`src/rtl/bf_data_if.sv`:
```
// Bundle of the decoder-side command handshake and the memory-controller strobes
// for the Brainfuck data unit. "slave" is the unit's view, "master" the environment's.
interface bf_data_if #(
   parameter int DP_W = 15
);
   logic            cmd_valid;
   logic [2:0]      cmd_op;
   logic [7:0]      cmd_data;
   logic            cmd_ready;
   logic            cmd_done;
   logic [7:0]      cell_val;
   logic            cell_vld;
   logic            cell_zero;
   logic            err;
   logic            RD;
   logic            WD;
   logic [DP_W-1:0] DP;
   logic [7:0]      WDATA;
   logic            RF;
   logic            WF;
   logic [7:0]      RDATA;

   modport slave (
      input  cmd_valid, cmd_op, cmd_data, RF, WF, RDATA,
      output cmd_ready, cmd_done, cell_val, cell_vld, cell_zero, err,
             RD, WD, DP, WDATA
   );

   modport master (
      output cmd_valid, cmd_op, cmd_data, RF, WF, RDATA,
      input  cmd_ready, cmd_done, cell_val, cell_vld, cell_zero, err,
             RD, WD, DP, WDATA
   );
endinterface

```
`src/rtl/bf_data_unit.sv`:
```
// Data-side execution unit: data pointer plus a one-cell write-back cache in front of
// the data-memory controller, with lazy reads and bounded waits on RF/WF.
module bf_data_unit #(
   parameter int DP_W    = 15,
   parameter int TIMEOUT = 255
) (
   input  logic     clk,
   input  logic     rst_n,
   bf_data_if.slave bus
);
   localparam logic [2:0] OP_NOP   = 3'd0;
   localparam logic [2:0] OP_INC   = 3'd1;
   localparam logic [2:0] OP_DEC   = 3'd2;
   localparam logic [2:0] OP_RIGHT = 3'd3;
   localparam logic [2:0] OP_LEFT  = 3'd4;
   localparam logic [2:0] OP_OUT   = 3'd5;
   localparam logic [2:0] OP_IN    = 3'd6;
   localparam logic [2:0] OP_FLUSH = 3'd7;

   // Counter starts at 0 on the edge that raises the strobe, so the strobe is high
   // for exactly TIMEOUT cycles when the flag never arrives.
   localparam logic [15:0] WAIT_LAST = 16'(TIMEOUT - 1);

   typedef enum logic [1:0] {IDLE, WB, RDQ, GAP} state_t;

   state_t          state_reg;
   logic [2:0]      op_reg;
   logic [DP_W-1:0] dp_reg;
   logic [7:0]      cell_val_reg;
   logic            cell_vld_reg;
   logic            dirty_reg;
   logic            rd_reg;
   logic            wd_reg;
   logic [7:0]      wdata_reg;
   logic            done_reg;
   logic            err_reg;
   logic [15:0]     wait_cnt_reg;

   function automatic logic [7:0] apply_op(input logic [2:0] op, input logic [7:0] v);
      if (op == OP_INC) return v + 8'd1;
      if (op == OP_DEC) return v - 8'd1;
      return v;
   endfunction

   function automatic logic [DP_W-1:0] move_dp(input logic [2:0] op, input logic [DP_W-1:0] dp);
      return (op == OP_LEFT) ? dp - DP_W'(1) : dp + DP_W'(1);
   endfunction

   always_ff @(posedge clk or negedge rst_n) begin
      if (!rst_n) begin
         state_reg    <= IDLE;
         op_reg       <= OP_NOP;
         dp_reg       <= '0;
         cell_val_reg <= '0;
         cell_vld_reg <= 1'b0;
         dirty_reg    <= 1'b0;
         rd_reg       <= 1'b0;
         wd_reg       <= 1'b0;
         wdata_reg    <= '0;
         done_reg     <= 1'b0;
         err_reg      <= 1'b0;
         wait_cnt_reg <= '0;
      end else begin
         done_reg <= 1'b0;
         case (state_reg)
            IDLE: begin
               if (bus.cmd_valid) begin
                  op_reg       <= bus.cmd_op;
                  wait_cnt_reg <= '0;
                  case (bus.cmd_op)
                     OP_INC, OP_DEC, OP_OUT: begin
                        if (cell_vld_reg) begin
                           cell_val_reg <= apply_op(bus.cmd_op, cell_val_reg);
                           if (bus.cmd_op != OP_OUT) dirty_reg <= 1'b1;
                           done_reg <= 1'b1;
                        end else begin
                           rd_reg    <= 1'b1;
                           state_reg <= RDQ;
                        end
                     end
                     OP_IN: begin
                        cell_val_reg <= bus.cmd_data;
                        cell_vld_reg <= 1'b1;
                        dirty_reg    <= 1'b1;
                        done_reg     <= 1'b1;
                     end
                     OP_RIGHT, OP_LEFT, OP_FLUSH: begin
                        if (dirty_reg) begin
                           wd_reg    <= 1'b1;
                           wdata_reg <= cell_val_reg;
                           state_reg <= WB;
                        end else begin
                           if (bus.cmd_op != OP_FLUSH) begin
                              dp_reg       <= move_dp(bus.cmd_op, dp_reg);
                              cell_vld_reg <= 1'b0;
                           end
                           done_reg <= 1'b1;
                        end
                     end
                     default: done_reg <= 1'b1;
                  endcase
               end
            end
            WB: begin
               // The pending move completes on the WF edge; GAP only spaces the strobes.
               if (bus.WF) begin
                  wd_reg    <= 1'b0;
                  dirty_reg <= 1'b0;
                  done_reg  <= 1'b1;
                  state_reg <= GAP;
                  if (op_reg != OP_FLUSH) begin
                     dp_reg       <= move_dp(op_reg, dp_reg);
                     cell_vld_reg <= 1'b0;
                  end
               end else if (wait_cnt_reg == WAIT_LAST) begin
                  wd_reg    <= 1'b0;
                  err_reg   <= 1'b1;
                  done_reg  <= 1'b1;
                  state_reg <= GAP;
               end else begin
                  wait_cnt_reg <= wait_cnt_reg + 16'd1;
               end
            end
            RDQ: begin
               if (bus.RF) begin
                  rd_reg       <= 1'b0;
                  cell_val_reg <= apply_op(op_reg, bus.RDATA);
                  cell_vld_reg <= 1'b1;
                  if (op_reg != OP_OUT) dirty_reg <= 1'b1;
                  done_reg     <= 1'b1;
                  state_reg    <= GAP;
               end else if (wait_cnt_reg == WAIT_LAST) begin
                  rd_reg    <= 1'b0;
                  err_reg   <= 1'b1;
                  done_reg  <= 1'b1;
                  state_reg <= GAP;
               end else begin
                  wait_cnt_reg <= wait_cnt_reg + 16'd1;
               end
            end
            GAP:     state_reg <= IDLE;
            default: state_reg <= IDLE;
         endcase
      end
   end

   assign bus.cmd_ready = (state_reg == IDLE);
   assign bus.cmd_done  = done_reg;
   assign bus.cell_val  = cell_val_reg;
   assign bus.cell_vld  = cell_vld_reg;
   assign bus.cell_zero = cell_vld_reg && (cell_val_reg == 8'd0);
   assign bus.err       = err_reg;
   assign bus.RD        = rd_reg;
   assign bus.WD        = wd_reg;
   assign bus.DP        = dp_reg;
   assign bus.WDATA     = wdata_reg;
endmodule

```
`src/flat_wrapper.sv`:
```
// flat-port wrapper written by rule: the top's interface ports become plain ports
module bf_data_unit_flat 
#(
   parameter int DP_W    = 15,
   parameter int TIMEOUT = 255
)
  (clk, rst_n, bus_cmd_valid, bus_cmd_op, bus_cmd_data, bus_RF, bus_WF, bus_RDATA, bus_cmd_ready, bus_cmd_done, bus_cell_val, bus_cell_vld, bus_cell_zero, bus_err, bus_RD, bus_WD, bus_DP, bus_WDATA);
  bf_data_if #(.DP_W(DP_W)) bus_i ();
  input  logic clk;
  input  logic rst_n;
  input wire logic [$bits(bus_i.cmd_valid)-1:0] bus_cmd_valid;
  input wire logic [$bits(bus_i.cmd_op)-1:0] bus_cmd_op;
  input wire logic [$bits(bus_i.cmd_data)-1:0] bus_cmd_data;
  input wire logic [$bits(bus_i.RF)-1:0] bus_RF;
  input wire logic [$bits(bus_i.WF)-1:0] bus_WF;
  input wire logic [$bits(bus_i.RDATA)-1:0] bus_RDATA;
  output wire logic [$bits(bus_i.cmd_ready)-1:0] bus_cmd_ready;
  output wire logic [$bits(bus_i.cmd_done)-1:0] bus_cmd_done;
  output wire logic [$bits(bus_i.cell_val)-1:0] bus_cell_val;
  output wire logic [$bits(bus_i.cell_vld)-1:0] bus_cell_vld;
  output wire logic [$bits(bus_i.cell_zero)-1:0] bus_cell_zero;
  output wire logic [$bits(bus_i.err)-1:0] bus_err;
  output wire logic [$bits(bus_i.RD)-1:0] bus_RD;
  output wire logic [$bits(bus_i.WD)-1:0] bus_WD;
  output wire logic [$bits(bus_i.DP)-1:0] bus_DP;
  output wire logic [$bits(bus_i.WDATA)-1:0] bus_WDATA;
  assign bus_i.cmd_valid = bus_cmd_valid;
  assign bus_i.cmd_op = bus_cmd_op;
  assign bus_i.cmd_data = bus_cmd_data;
  assign bus_i.RF = bus_RF;
  assign bus_i.WF = bus_WF;
  assign bus_i.RDATA = bus_RDATA;
  assign bus_cmd_ready = bus_i.cmd_ready;
  assign bus_cmd_done = bus_i.cmd_done;
  assign bus_cell_val = bus_i.cell_val;
  assign bus_cell_vld = bus_i.cell_vld;
  assign bus_cell_zero = bus_i.cell_zero;
  assign bus_err = bus_i.err;
  assign bus_RD = bus_i.RD;
  assign bus_WD = bus_i.WD;
  assign bus_DP = bus_i.DP;
  assign bus_WDATA = bus_i.WDATA;
  bf_data_unit #(.DP_W(DP_W), .TIMEOUT(TIMEOUT)) u_core (.clk(clk), .rst_n(rst_n), .bus(bus_i));
endmodule
```
`config.mk`:
```
export PLATFORM = sky130hd
export DESIGN_NAME = bf_data_unit_flat
export DESIGN_NICKNAME = d
export VERILOG_FILES = /design/src/rtl/bf_data_if.sv /design/src/rtl/bf_data_unit.sv /design/src/flat_wrapper.sv
export SDC_FILE = /design/constraint.sdc
export NUM_CORES = 1
export LEC_CHECK = 0
export CAP_MARGIN = 20
export CORE_UTILIZATION = 53
export DETAILED_ROUTE_END_ITERATION = 7
export GPL_TIMING_DRIVEN = 1
export PLACE_DENSITY = 0.78
export SETUP_SLACK_MARGIN = 0.15
export SYNTH_ARGS = -nofsm -noshare
export SYNTH_HDL_FRONTEND = slang
export SYNTH_SLANG_ARGS = --single-unit
```
`constraint.sdc`:
```
create_clock -name clk -period 7.1 [get_ports clk]
set_clock_uncertainty 0.2 [all_clocks]
set_input_delay 0.71 -clock clk [delete_from_list [all_inputs] [get_ports clk]]
set_output_delay 0.71 -clock clk [all_outputs]
set_load 0.02 [all_outputs]
```
==> results of run 1 <==
-- final timing paths --
| kind | cells after the start | slack [ps] | to | startpoint |
|---|---|---|---|---|
| max | 3 | 3930 | bus_cell_zero | u_core.bus.cell_val[4] |
| min | 1 | 280 | u_core.bus.err | u_core.bus.err |
| max reg2reg | 7 | 3940 | u_core.wait_cnt_reg[11] | u_core.state_reg[0] |
| min reg2reg | 1 | 280 | u_core.bus.err | u_core.bus.err |
| max in group asynchronous | 2 | 5880 | u_core.bus.DP[9] | rst_n |
| min in group asynchronous | 2 | 300 | u_core.wait_cnt_reg[13] | rst_n |
-- cell families (layout without fill, tap and decap cells) --
kind of cell	Yosys count	count (layout)	share of synthesized area
multiplexers	18	18	0.05032
flip-flops	58	58	0.3516
buffers and inverters	41	97	0.04274
XOR/XNOR	26	26	0.05517
AO/OA/AOI/OAI	115	115	0.1864
AND/OR/NAND/NOR	200	200	0.2743
adder cells (fa/ha/maj)	13	13	0.03941
-- layout make-up --
class	count	area [um2]	area share
repair buffers	63	620.6	0.1249
flip-flops and latches	58	1451	0.2921
multi-input cells	372	2500	0.5031
clock inverters	4	50.05	0.01007
clock buffers	12	155.1	0.03123
well taps	99	123.9	0.02493
inverters	18	67.56	0.01360
-- where the power goes --
part	total (mW)	switching (mW)	internal, mW
Clock	0.324	0.143	0.181
Combinational	1.03	0.576	0.458
Sequential	0.640	0.195	0.445
-- critical path, delay by kind of cell, from the launching register on --
family / cells / cell delay, ps
and+or+nand+nor: 2 / 790
buffers and inverters: 1 / 660
DFF: 1 / 480
-- cells in the mapped netlist (all sizes together) (4+ instances only) --
cell / n
or2: 4
nand3: 19
ha: 13
and3: 4
a21o: 4
nor2: 39
o21ai: 27
o211ai: 6
buf: 5
nor3: 16
a22o: 4
mux2i: 5
a21oi: 26
or3: 11
mux2: 12
xnor2: 13
and4: 5
o2bb2ai: 4
nand3b: 9
nand2: 35
a31oi: 9
nand2b: 5
a311oi: 4
dfrtp: 58
nor4: 12
clkbuf: 18
and2: 5
nand4: 8
inv: 18
xor2: 13
a211oi: 6
or4: 6
nor2b: 4
-- routing by layer --
layer | routed length [um] | global-route usage | up-vias
met4 | 214 | 0.1062 | 0
li1 | - | - | 1860
met2 | 5093 | 0.4497 | 114
met5 | 0 | 0 | -
met3 | 423 | 0.04882 | 24
met1 | 4572 | 0.3342 | 1891
==> summary.md, run 1 <==
| Metric | Value |
|---|---|
| Status | `complete, no violations` |
| Final instance area | `~0.0050 mm2` |
| Reg clk slew, reported paths | `~70 ps` |
| Number of synthesized register bits | `58` |
| Finished Layout Cells | `626` |
| Static leakage | `2.000 nW` |
| CP Max Fanout | `9` |
| Via count | `slightly below 4000` |
| Hold Crit Class | `register to register` |
| Final setup margin | `3928 ps` |
| CTS tree | `built` |
| Row cnt | `31` |
| Crit path required time | `6190 ps` |
| Worst setup path class | `register to output pin` |
| Top post-synthesis cells by area | `dfrtp_1, ha_1, nor2_1` |
| Top cell type's share of synthesized area | `0.3516` |
| Most frequent cells in the layout | `clkdlybuf4s50_1, dfrtp_1, nor2_1` |
| Sequential element share of the synthesized area | `0.3516` |
| Die W | `90.25 um` |
| Flip-flop count of the largest register after layout | `16` |
| Ys Warns | `0` |
| Residual DRC count | `0` |
| Final Max Tran Viols | `0` |
| Synth async-reset ratio | `1.000` |
| Highest cell delay on the worst timing path | `between 600 and 700 ps` |
| Synthesized net count | `508` |
| Post-CTS setup buffers | `0` |
| Die H | `90.25 um` |
| Minimum clock period | `around 3200 ps` |
| Core Region | `roughly 0.0074 mm2` |
| CTS H-tree lvls | `3` |
| Clock Root Buffer | `clkbuf_8` |
| Area after DPL | `0.004756 mm2` |
| Final setup viols | `0` |
| Pre-CTS setup slack | `3690 ps` |
| VDD IR max | `0.2484 mV` |
| Syn Inst Count | `471` |
| Max-cap violation count | `0` |
| Slew @ Worst Pin | `961.9 ps` |
| Total track usage | `0.2653` |
| Global-route wire length before repair | `17610 um` |
| GRT overflow | `0` |
| Final hold violation count | `0` |
| Critical Path AT | `2260 ps` |
| Dpl cells | `609` |
| Cell Area, Synth | `roughly 0.0041 mm2` |
| CTS buffer count | `9` |
| Largest net degree at the start of global routing | `approximately 60` |
| Final ANT Viol Nets | `0` |
| Max-Slew Margin vs Limit | `0.3528` |
| Share of layout cells above drive strength 1 | `0.07590` |
| Fillers | `approximately 620` |
| # hold bufs at CTS | `0` |
| Post-synth EDFFs | `0` |
| Wire per inst | `16.46 um` |
| Max frequency | `315.3 MHz` |
| Initial antenna violation count | `0` |
| Crit path max-delay cell type | `clkdlybuf4s50_1` |
| Most common library cell in the layout ignoring fill and taps | `clkdlybuf4s50_1` |
| Vias in the first global route | `3725` |
| Vias per cell | `6.212` |
| Cell variety after synth | `73` |
| Clock Tree Buf Depth | `2` |
| Critical path startpoint category | `register` |
| Total power | `~2 mW` |
| DPL Wire Length | `7441 um` |
| Core Util, Final | `0.6707` |
| RePlAce Congestion | `0.8680` |
| Final wirelength | `10300 um` |
| Clock sink total | `58` |
| Area growth, synth to finish | `20.37%` |
| CP cell instances | `or4_1, nor3_1, clkdlybuf4s50_1` |
| # IOs | `62` |
| Iter 0 DRT Violations | `~280` |
| Crit. End Element | `output pin` |
| RSZ-0062 raised after global routing | `false` |
| Synthesized area per cell | `8.764 um2` |
| Port Buf Inserts | `61` |
| ANT cells | `0` |
| Drt first pass iters | `5` |
| Power Dens Cells | `402.1 mW/mm2` |
| Setup TNS | `0 ps` |
| Cts repair resizes | `0` |
| Die area | `~0.008 mm2` |
| Post-layout net count | `559` |
| Clock Latency Late Sink | `between 300 and 400 ps` |
| Initial Util | `0.5572` |
| Yosys top cell by area | `dfrtp_1` |
| Most used flip-flop cell after synthesis | `dfrtp_1` |
| Hold WS | `280.2 ps` |
| Final Cycle Share | `0.4467` |
No activity file was read; power rests on OpenSTA's default activity.
==> run 2: changes to the inputs <==
--- a/config.mk
+++ b/config.mk
@@ -6,7 +6,7 @@
 export NUM_CORES = 1
 export LEC_CHECK = 0
 export CAP_MARGIN = 20
-export CORE_UTILIZATION = 53
+export CORE_UTILIZATION = 50
 export DETAILED_ROUTE_END_ITERATION = 7
 export GPL_TIMING_DRIVEN = 1
 export PLACE_DENSITY = 0.78
==> constraint.sdc (replaced) <==
create_clock -name clk -period 2.8 [get_ports clk]
set_clock_uncertainty 0.2 [all_clocks]
set_input_delay 0.28 -clock clk [delete_from_list [all_inputs] [get_ports clk]]
set_output_delay 0.28 -clock clk [all_outputs]
set_load 0.02 [all_outputs]
==> summary.md, run 2 (same netlist as run 1, synthesis figures left out) <==
| Metric | Value |
|---|---|
| Clock Tree Buf Depth | `2` |
| RePlAce Congestion | `about 0.91` |
| Final Cycle Share | `0.9141` |
| Global-route wire length before repair | `17950 um` |
| Drt first pass iters | `5` |
| DPL Wire Length | `7787 um` |
| Crit path from | `u_core.state_reg[0]` |
| CTS H-tree lvls | `3` |
| Die area | `~0.0086 mm2` |
| Slew @ Worst Pin | `1054 ps` |
| Crit path max-delay cell type | `or4_4` |
| Static leakage | `2.148 nW` |
| Power Dens Cells | `1013 mW/mm2` |
| RSZ-0062 raised after global routing | `false` |
| CTS tree | `built` |
| CP cell instances | `inv_2, ha_2, a22o_4, or4_4, or4_1, or3_1, a21oi_1` |
| Status | `complete, no violations` |
| Pre-CTS setup slack | `51.27 ps` |
| Critical path startpoint category | `register` |
| Max-cap violation count | `0` |
| Clock network power share | `0.140` |
| Crit. End Element | `register` |
| Most common library cell in the layout ignoring fill and taps | `clkdlybuf4s50_1` |
| Max frequency | `390.7 MHz` |
| Total track usage | `0.2626` |
| Vias in the first global route | `between 3000 and 4000` |
| Flip-flop count of the largest register after layout | `16` |
| Reg2reg start | `u_core.state_reg[0]` |
| Minimum clock period | `2559 ps` |
| Iter 0 DRT Violations | `290` |
| Sw Pwr | `2.398 mW` |
| Initial Util | `0.5260` |
| Highest cell delay on the worst timing path | `440 ps` |
| Final setup viols | `0` |
| Combinational fraction of design power | `0.573` |
| Die H | `92.86 um` |
| Share of layout cells above drive strength 1 | `0.1385` |
| Hold WS | `264.9 ps` |
| End of the critical path | `u_core.wait_cnt_reg[11]` |
| Worst R2R Path Depth | `7` |
| CTS buffer count | `9` |
| Sw frac | `0.4530` |
| Core Util, Final | `0.6660` |
| Worst r2r dst | `u_core.wait_cnt_reg[11]` |
| Sequential cell area | `~0.0015 mm2` |
| Post-layout net count | `around 590` |
| Clock Root Buffer | `clkbuf_8` |
| Vias per cell | `6.106` |
| Critical Path AT | `2630 ps` |
| Final Max Tran Viols | `0` |
| # IOs | `just over 60` |
| Die W | `92.86 um` |
| Residual DRC count | `0` |
| Clock Latency Late Sink | `between 300 and 400 ps` |
| VDD IR max | `between 0.5 and 0.6 mV` |
| Area growth, synth to finish | `26.61%` |
| Row cnt | `32` |
| Largest net degree at the start of global routing | `27` |
| Flop-to-flop setup slack | `240 ps` |
| Final setup margin | `240.5 ps` |
| Hold Crit Class | `register to register` |
| Via count | `4018` |
| ANT cells | `0` |
| Setup TNS | `0 ps` |
| Max-Slew Margin vs Limit | `0.2925` |
| CP Max Fanout | `5` |
| Final hold violation count | `0` |
| Final wirelength | `10690 um` |
| Most frequent cells in the layout | `clkdlybuf4s50_1, dfrtp_1, nor2_1` |
| Worst setup path class | `register to register` |
| Crit path required time | `2870 ps` |
| Final ANT Viol Nets | `0` |
| Wire per inst | `16.24 um` |
| Initial antenna violation count | `0` |
| Fillers | `660` |
| GRT overflow | `0` |
| Int Pwr | `2.896 mW` |
| Area after DPL | `0.004990 mm2` |
| Final instance area | `0.005226 mm2` |
| Clock sink total | `slightly below 60` |
| Reg clk slew, reported paths | `70 ps` |
| Core Region | `0.007848 mm2` |
| Reg power frac | `0.288` |
| Area of the multi-input gates | `around 0.0026 mm2` |
| Port Buf Inserts | `61` |
==> run 2: final cells by class <==
class | instances | share of cell area
clock buffers | 10 | 0.02442
clock inverters | 6 | 0.01101
inverters | 18 | 0.01293
multi-input cells | 372 | 0.4886
flip-flops and latches | 58 | 0.2780
well taps | 102 | 0.02442
repair buffers | 92 | 0.1606
==> run 2: how the worst min path moves through the flow <==
stage | from | endpoint | depth (start not counted)
after floorplan | rst_n | u_core.bus.DP[0] | 0
after global placement | rst_n | u_core.bus.DP[5] | 1
after detailed placement | rst_n | u_core.bus.DP[5] | 1
after CTS | u_core.bus.err | u_core.bus.err | 1
after global routing | u_core.bus.err | u_core.bus.err | 1
final | u_core.bus.DP[14] | u_core.bus.DP[14] | 1
==> run 2: worst max-delay path: cells and delay by family, from the launching register on <==
kind | cells | cell delay (ps)
flip-flops | 1 | 420
AO/OA/AOI/OAI | 2 | 400
adder cells (fa/ha/maj) | 1 | 220
buffers and inverters | 1 | 80
AND/OR/NAND/NOR | 3 | 1170
==> run 2: per-layer routing <==
metal | global-route usage | wire length (um) | vias up
li1 | - | - | 1914
met1 | 0.3452 | 4717 | 1924
met2 | 0.4216 | 5123 | 159
met3 | 0.06076 | 646 | 21
met4 | 0.09487 | 201 | 0
met5 | 0 | 0 | -
==> run 2: power groups by stage <==
stage                     clock network [mW]  logic [mW]  registers [mW]
after floorplan                            0        1.69            1.69
after global placement                     0        2.89            1.50
after detailed placement                   0        2.94            1.52
after CTS                              0.760        2.97            1.51
after global routing                   0.795        3.28            1.57
final                                  0.740        3.03            1.52
==> run 2: timing repair <==
item | CTS | global route
gates resized for setup | 2 | 8
endpoints found under the setup margin | 3 | 6
endpoints found under the hold margin | 24 | 0
hold buffers | 1 | 0
buffers inserted | 0 | 1
==> run 2: per-stage QoR <==
stage | cells | total power, mW
3_5_place_dp | 640 | 4.461
4_1_cts | 657 | 5.231
3_3_place_gp | 640 | 4.388
5_1_grt | 658 | 5.649
2_1_floorplan | 471 | 3.380
6_report | 658 | 5.294
==> run 3: changes to the inputs <==
--- a/config.mk
+++ b/config.mk
@@ -6,9 +6,11 @@
 export NUM_CORES = 1
 export LEC_CHECK = 0
 export CAP_MARGIN = 20
-export CORE_UTILIZATION = 50
+export CORE_UTILIZATION = 53
+export CTS_CLUSTER_DIAMETER = 100
 export DETAILED_ROUTE_END_ITERATION = 7
 export GPL_TIMING_DRIVEN = 1
+export MAX_ROUTING_LAYER = met4
 export PLACE_DENSITY = 0.78
 export SETUP_SLACK_MARGIN = 0.15
 export SYNTH_ARGS = -nofsm -noshare
==> constraint.sdc (replaced) <==
create_clock -name clk -period 2.78 [get_ports clk]
set_clock_uncertainty 0.2 [all_clocks]
set_input_delay 0.278 -clock clk [delete_from_list [all_inputs] [get_ports clk]]
set_output_delay 0.278 -clock clk [all_outputs]
set_load 0.02 [all_outputs]
==> summary.md, run 3 (same netlist as run 1, synthesis figures left out) <==
| Metric | Value |
|---|---|
| Clock sink total | `58` |
| Status | `complete, no violations` |
| Critical path startpoint category | `register` |
| Slew @ Worst Pin | `1047 ps` |
| Clock Root Buffer | `clkbuf_8` |
| Static leakage | `2.189 nW` |
| Crit path required time | `2840 ps` |
| Minimum clock period | `roughly 2700 ps` |
| Max frequency | `366.8 MHz` |
| Row cnt | `31` |
| Power Dens Cells | `approximately 1000 mW/mm2` |
| Final Max Tran Viols | `0` |
| Initial Util | `0.5572` |
| Vias per cell | `6.234` |
| Port Buf Inserts | `a little over 60` |
| Area growth, synth to finish | `28.04%` |
| Die area | `0.008145 mm2` |
| Iter 0 DRT Violations | `325` |
| Post-layout net count | `slightly below 600` |
| Vias in the first global route | `roughly 3900` |
| Area of the multi-input gates | `0.002545 mm2` |
| Hold Crit Class | `register to register` |
| Drt first pass iters | `7` |
| Setup TNS | `0 ps` |
| Residual DRC count | `0` |
| Final hold violation count | `0` |
| Global-route wire length before repair | `around 19000 um` |
| VDD IR max | `0.8288 mV` |
| Via count | `4133` |
| Total power | `5.474 mW` |
| Worst R2R Path Depth | `7` |
| Die W | `90.25 um` |
| Critical Path AT | `2780 ps` |
| Hold WS | `272.4 ps` |
| RSZ-0062 raised after global routing | `true` |
| CTS tree | `built` |
| DPL Wire Length | `between 7000 and 8000 um` |
| Largest net degree at the start of global routing | `29` |
| Final ANT Viol Nets | `0` |
| Final wirelength | `11120 um` |
| Max-cap violation count | `0` |
| Reg clk slew, reported paths | `70 ps` |
| Fillers | `589` |
| Final Cycle Share | `0.9806` |
| Initial antenna violation count | `0` |
| Crit. End Element | `register` |
| Final setup viols | `0` |
| Area after DPL | `between 0.004 and 0.005 mm2` |
| Die H | `90.25 um` |
| Most frequent cells in the layout | `clkdlybuf4s50_1, dfrtp_1, nor2_1` |
| RePlAce Congestion | `0.9593` |
| Worst setup path class | `register to register` |
| Most common library cell in the layout ignoring fill and taps | `clkdlybuf4s50_1` |
| Sequential cell area | `0.001451 mm2` |
| Final instance area | `0.005285 mm2` |
| Flip-flop count of the largest register after layout | `16` |
| Max-Slew Margin vs Limit | `0.2975` |
| GRT overflow | `0` |
| Hold path depth | `1` |
| Share of layout cells above drive strength 1 | `0.1454` |
| Clock Tree Buf Depth | `2` |
| Core Region | `between 0.007 and 0.008 mm2` |
| CTS buffer count | `9` |
| Clock Latency Late Sink | `340 ps` |
| ANT cells | `0` |
| CTS H-tree lvls | `3` |
| # IOs | `62` |
| Wire per inst | `16.77 um` |
| CP Max Fanout | `8` |
| Total track usage | `0.2884` |
[run 3: cell types whose count changed in the layout (fill, tap and decap cells not counted), sizes merged]
| cell | change |
|---|---|
| clkinvlp | -1 |
| clkinv | -3 |
| buf | +8 |
| clkbuf | +4 |
[run 3: path summary, 6_finish.rpt]
check                                     from                 endpoint  slack [ps]
max                        u_core.state_reg[0]  u_core.wait_cnt_reg[11]          50
min                          u_core.bus.DP[14]        u_core.bus.DP[14]         270
max reg2reg                u_core.state_reg[0]  u_core.wait_cnt_reg[11]          50
min reg2reg                  u_core.bus.DP[14]        u_core.bus.DP[14]         270
max in group asynchronous                rst_n   u_core.bus.cell_val[6]        1430
min in group asynchronous                rst_n   u_core.wait_cnt_reg[5]         280
[run 3: layout make-up]
type / instances / area share
Clock buffer: 14 / 0.03078
Timing Repair Buffer: 100 / 0.1702
Inverter: 18 / 0.01278
Sequential cell: 58 / 0.2746
Tap cell: 99 / 0.02344
Clock inverter: 2 / 0.006629
Multi-Input combinational cell: 372 / 0.4815
[run 3: timing repair]
action,CTS,global route
resized for setup,3,5
hold buffers,1,0
hold endpoints to repair,26,0
pin swaps,0,2
setup buffers,2,6
setup endpoints to repair,3,7
[run 3: critical path: stages, from the launching register on]
cell and delay (ps):
dfrtp_1 420, buf_4 160, ha_4 190, a22o_4 240, or4_4 500, or4_4 430
or3_1 340, a21oi_1 170
[run 3: layer usage]
metal / vias to the layer above / GRT usage / share of wire
met5: - / - / 0
met4: 0 / 0.1223 / 0.030
met3: 34 / 0.05219 / 0.064
met2: 179 / 0.4485 / 0.47
met1: 1974 / 0.3710 / 0.44
li1: 1946 / - / -
[run 3: power breakdown]
part	internal, mW	switching, mW
Sequential	1.14	0.365
Combinational	1.42	1.74
Clock	0.463	0.343
Total	3.03	2.45
[run 3: through the flow]
stage,setup slack [ps],utilization,std cells
2_1_floorplan,185.5,-,471
3_3_place_gp,80.21,0.6740,638
3_5_place_dp,34.86,0.6740,638
4_1_cts,151.4,0.7056,657
5_1_grt,8.947,0.7134,663
6_report,53.91,0.7134,663
==> patch (flow settings as in run 3) <==
`DP_W` is set to 15 in 3 places; all go to 19.
--- a/src/rtl/bf_data_if.sv
+++ b/src/rtl/bf_data_if.sv
@@ -3,3 +3,3 @@
 interface bf_data_if #(
-   parameter int DP_W = 15
+   parameter int DP_W = 19
 );
--- a/src/rtl/bf_data_unit.sv
+++ b/src/rtl/bf_data_unit.sv
@@ -3,3 +3,3 @@
 module bf_data_unit #(
-   parameter int DP_W    = 15,
+   parameter int DP_W    = 19,
    parameter int TIMEOUT = 255
--- a/src/flat_wrapper.sv
+++ b/src/flat_wrapper.sv
@@ -3,3 +3,3 @@
 #(
-   parameter int DP_W    = 15,
+   parameter int DP_W    = 19,
    parameter int TIMEOUT = 255
Ports: changed (resized bus_DP); port bits go from 62 to 66. The function was not compared with the original's and may differ.
==> patch against run 3 <==
Sequential power up 3%. Sequential share of layout area up 0.59 points. Cell count up 5.0%. Cell area up 4.7%. Sequential cell count up 4. Wire length up 2.7%. Synthesized area up 9.7%. First-iteration DRC count down 12%. Power down 0.71%. Fmax up 11%. Setup slack better by 0.27 ns. Critical path type is now reg -> out.
==> patch: results (changes against run 3) <==
worst stage delay on the critical path=0.58 ns (+0.08 ns); pre-CTS setup slack=0.02103 ns (-0.01383 ns); flop2flop setup slack=0.37 ns (+0.32 ns); Peak supply drop=0.0005993 V (-28%); met3 WL=714 um (+0.99%); GR Util All Layers=28.07% (-0.77 points); met2 Usage GRT=42.51% (-2.3 points); met2 routed WL=5313 um (+1.5%); Worst R2R Start=u_core.state_reg[1]; Arr. time, crit path=1.98 ns (-0.80 ns); Critical Path End=bus_cell_zero; fraction of final layout cells sized beyond drive strength 1=13.37% (-1.2 points); placed cells=678 (+6.3%); synth cell count leaders=dfrtp_1 (62), nand2_1 (39), o21ai_0 (38), nor2_1 (35), xnor2_1 (27); area share of xor/xnor cells in the synthesized design=5.804% (+0.29 points); Via density=6.119 (-1.8%); Slew @ Worst Pin=0.5499 ns (-0.4968 ns); DR pass1 iterations=5 (-2); Resize count post-CTS=2 (-1); half-perimeter wire length after placement=8216 um (+3.5%); Final Net Count=623 (+4.5%); main area contributors after synthesis=dfrtp_1 (34%), xnor2_1 (5.2%), o21ai_0 (4.2%); Yosys cell types=82 (+12%); GR Util met3=4.589% (-0.63 points); largest net degree at the start of global routing=28 (-3.4%); outcome=completed; first-pass GRT wire length=19160 um (+3.4%); GRT met1 Usage=38.51% (+1.4 points); vias in the first global route=3943 (+0.74%); count of input and output buffers=65 (+6.6%); Worst Setup SP=u_core.bus.cell_val[4]; Fmax=406.9 MHz (+11%); Seq/Total Area, Yosys=34.27% (-0.89 points); Initial DRC Count=286 (-12%); Synth Area in Compound Gates=18.13% (-0.51 points); routed wire length=11420 um (+2.7%); CP Max Fanout=4 (-4); Post CTS Setup Buffer Count=0 (-2); syn avg cell area=8.790 um^2 (+0.30%); Finished Layout Cells=696 (+5.0%); Critical R2R Capture=u_core.bus.DP[16]; Final Hold Slack=0.2489 ns (-0.02343 ns); Largest register FFs=19 (+3); placed instance area=5296 um^2 (+6.1%); Post-Syn Nets=552 (+8.7%); WL met1=5195 um (+7.2%)
patch: cell count changes after synthesis, moves of 4 or more:
cell,run 3,this run
a21oi_1,26,20
nor2_1,39,35
xor2_1,13,3
o21ai_0,22,38
nand4_1,7,11
nor3_1,16,24
inv_1,18,23
mux2_2,11,15
a31oi_1,9,4
xnor2_1,13,27
dfrtp_1,58,62
nand2_1,35,39
patch: power groups by stage:
stage / sequential [mW] / clock, mW / combinational (mW)
after floorplan: 1.69 / 0 / 1.90
after global placement: 1.55 / 0 / 2.96
after detailed placement: 1.56 / 0 / 3.03
after CTS: 1.55 / 0.753 / 3.07
after global routing: 1.61 / 0.796 / 3.41
final: 1.55 / 0.744 / 3.14
patch: final cells by class:
type	count	area [um^2]
fillers	687	2726
multi-input cells	397	2728
inverters	24	90.09
clock inverters	7	57.56
well taps	105	131.4
repair buffers	92	849.6
clock buffers	9	123.9
flip-flops and latches	62	1551
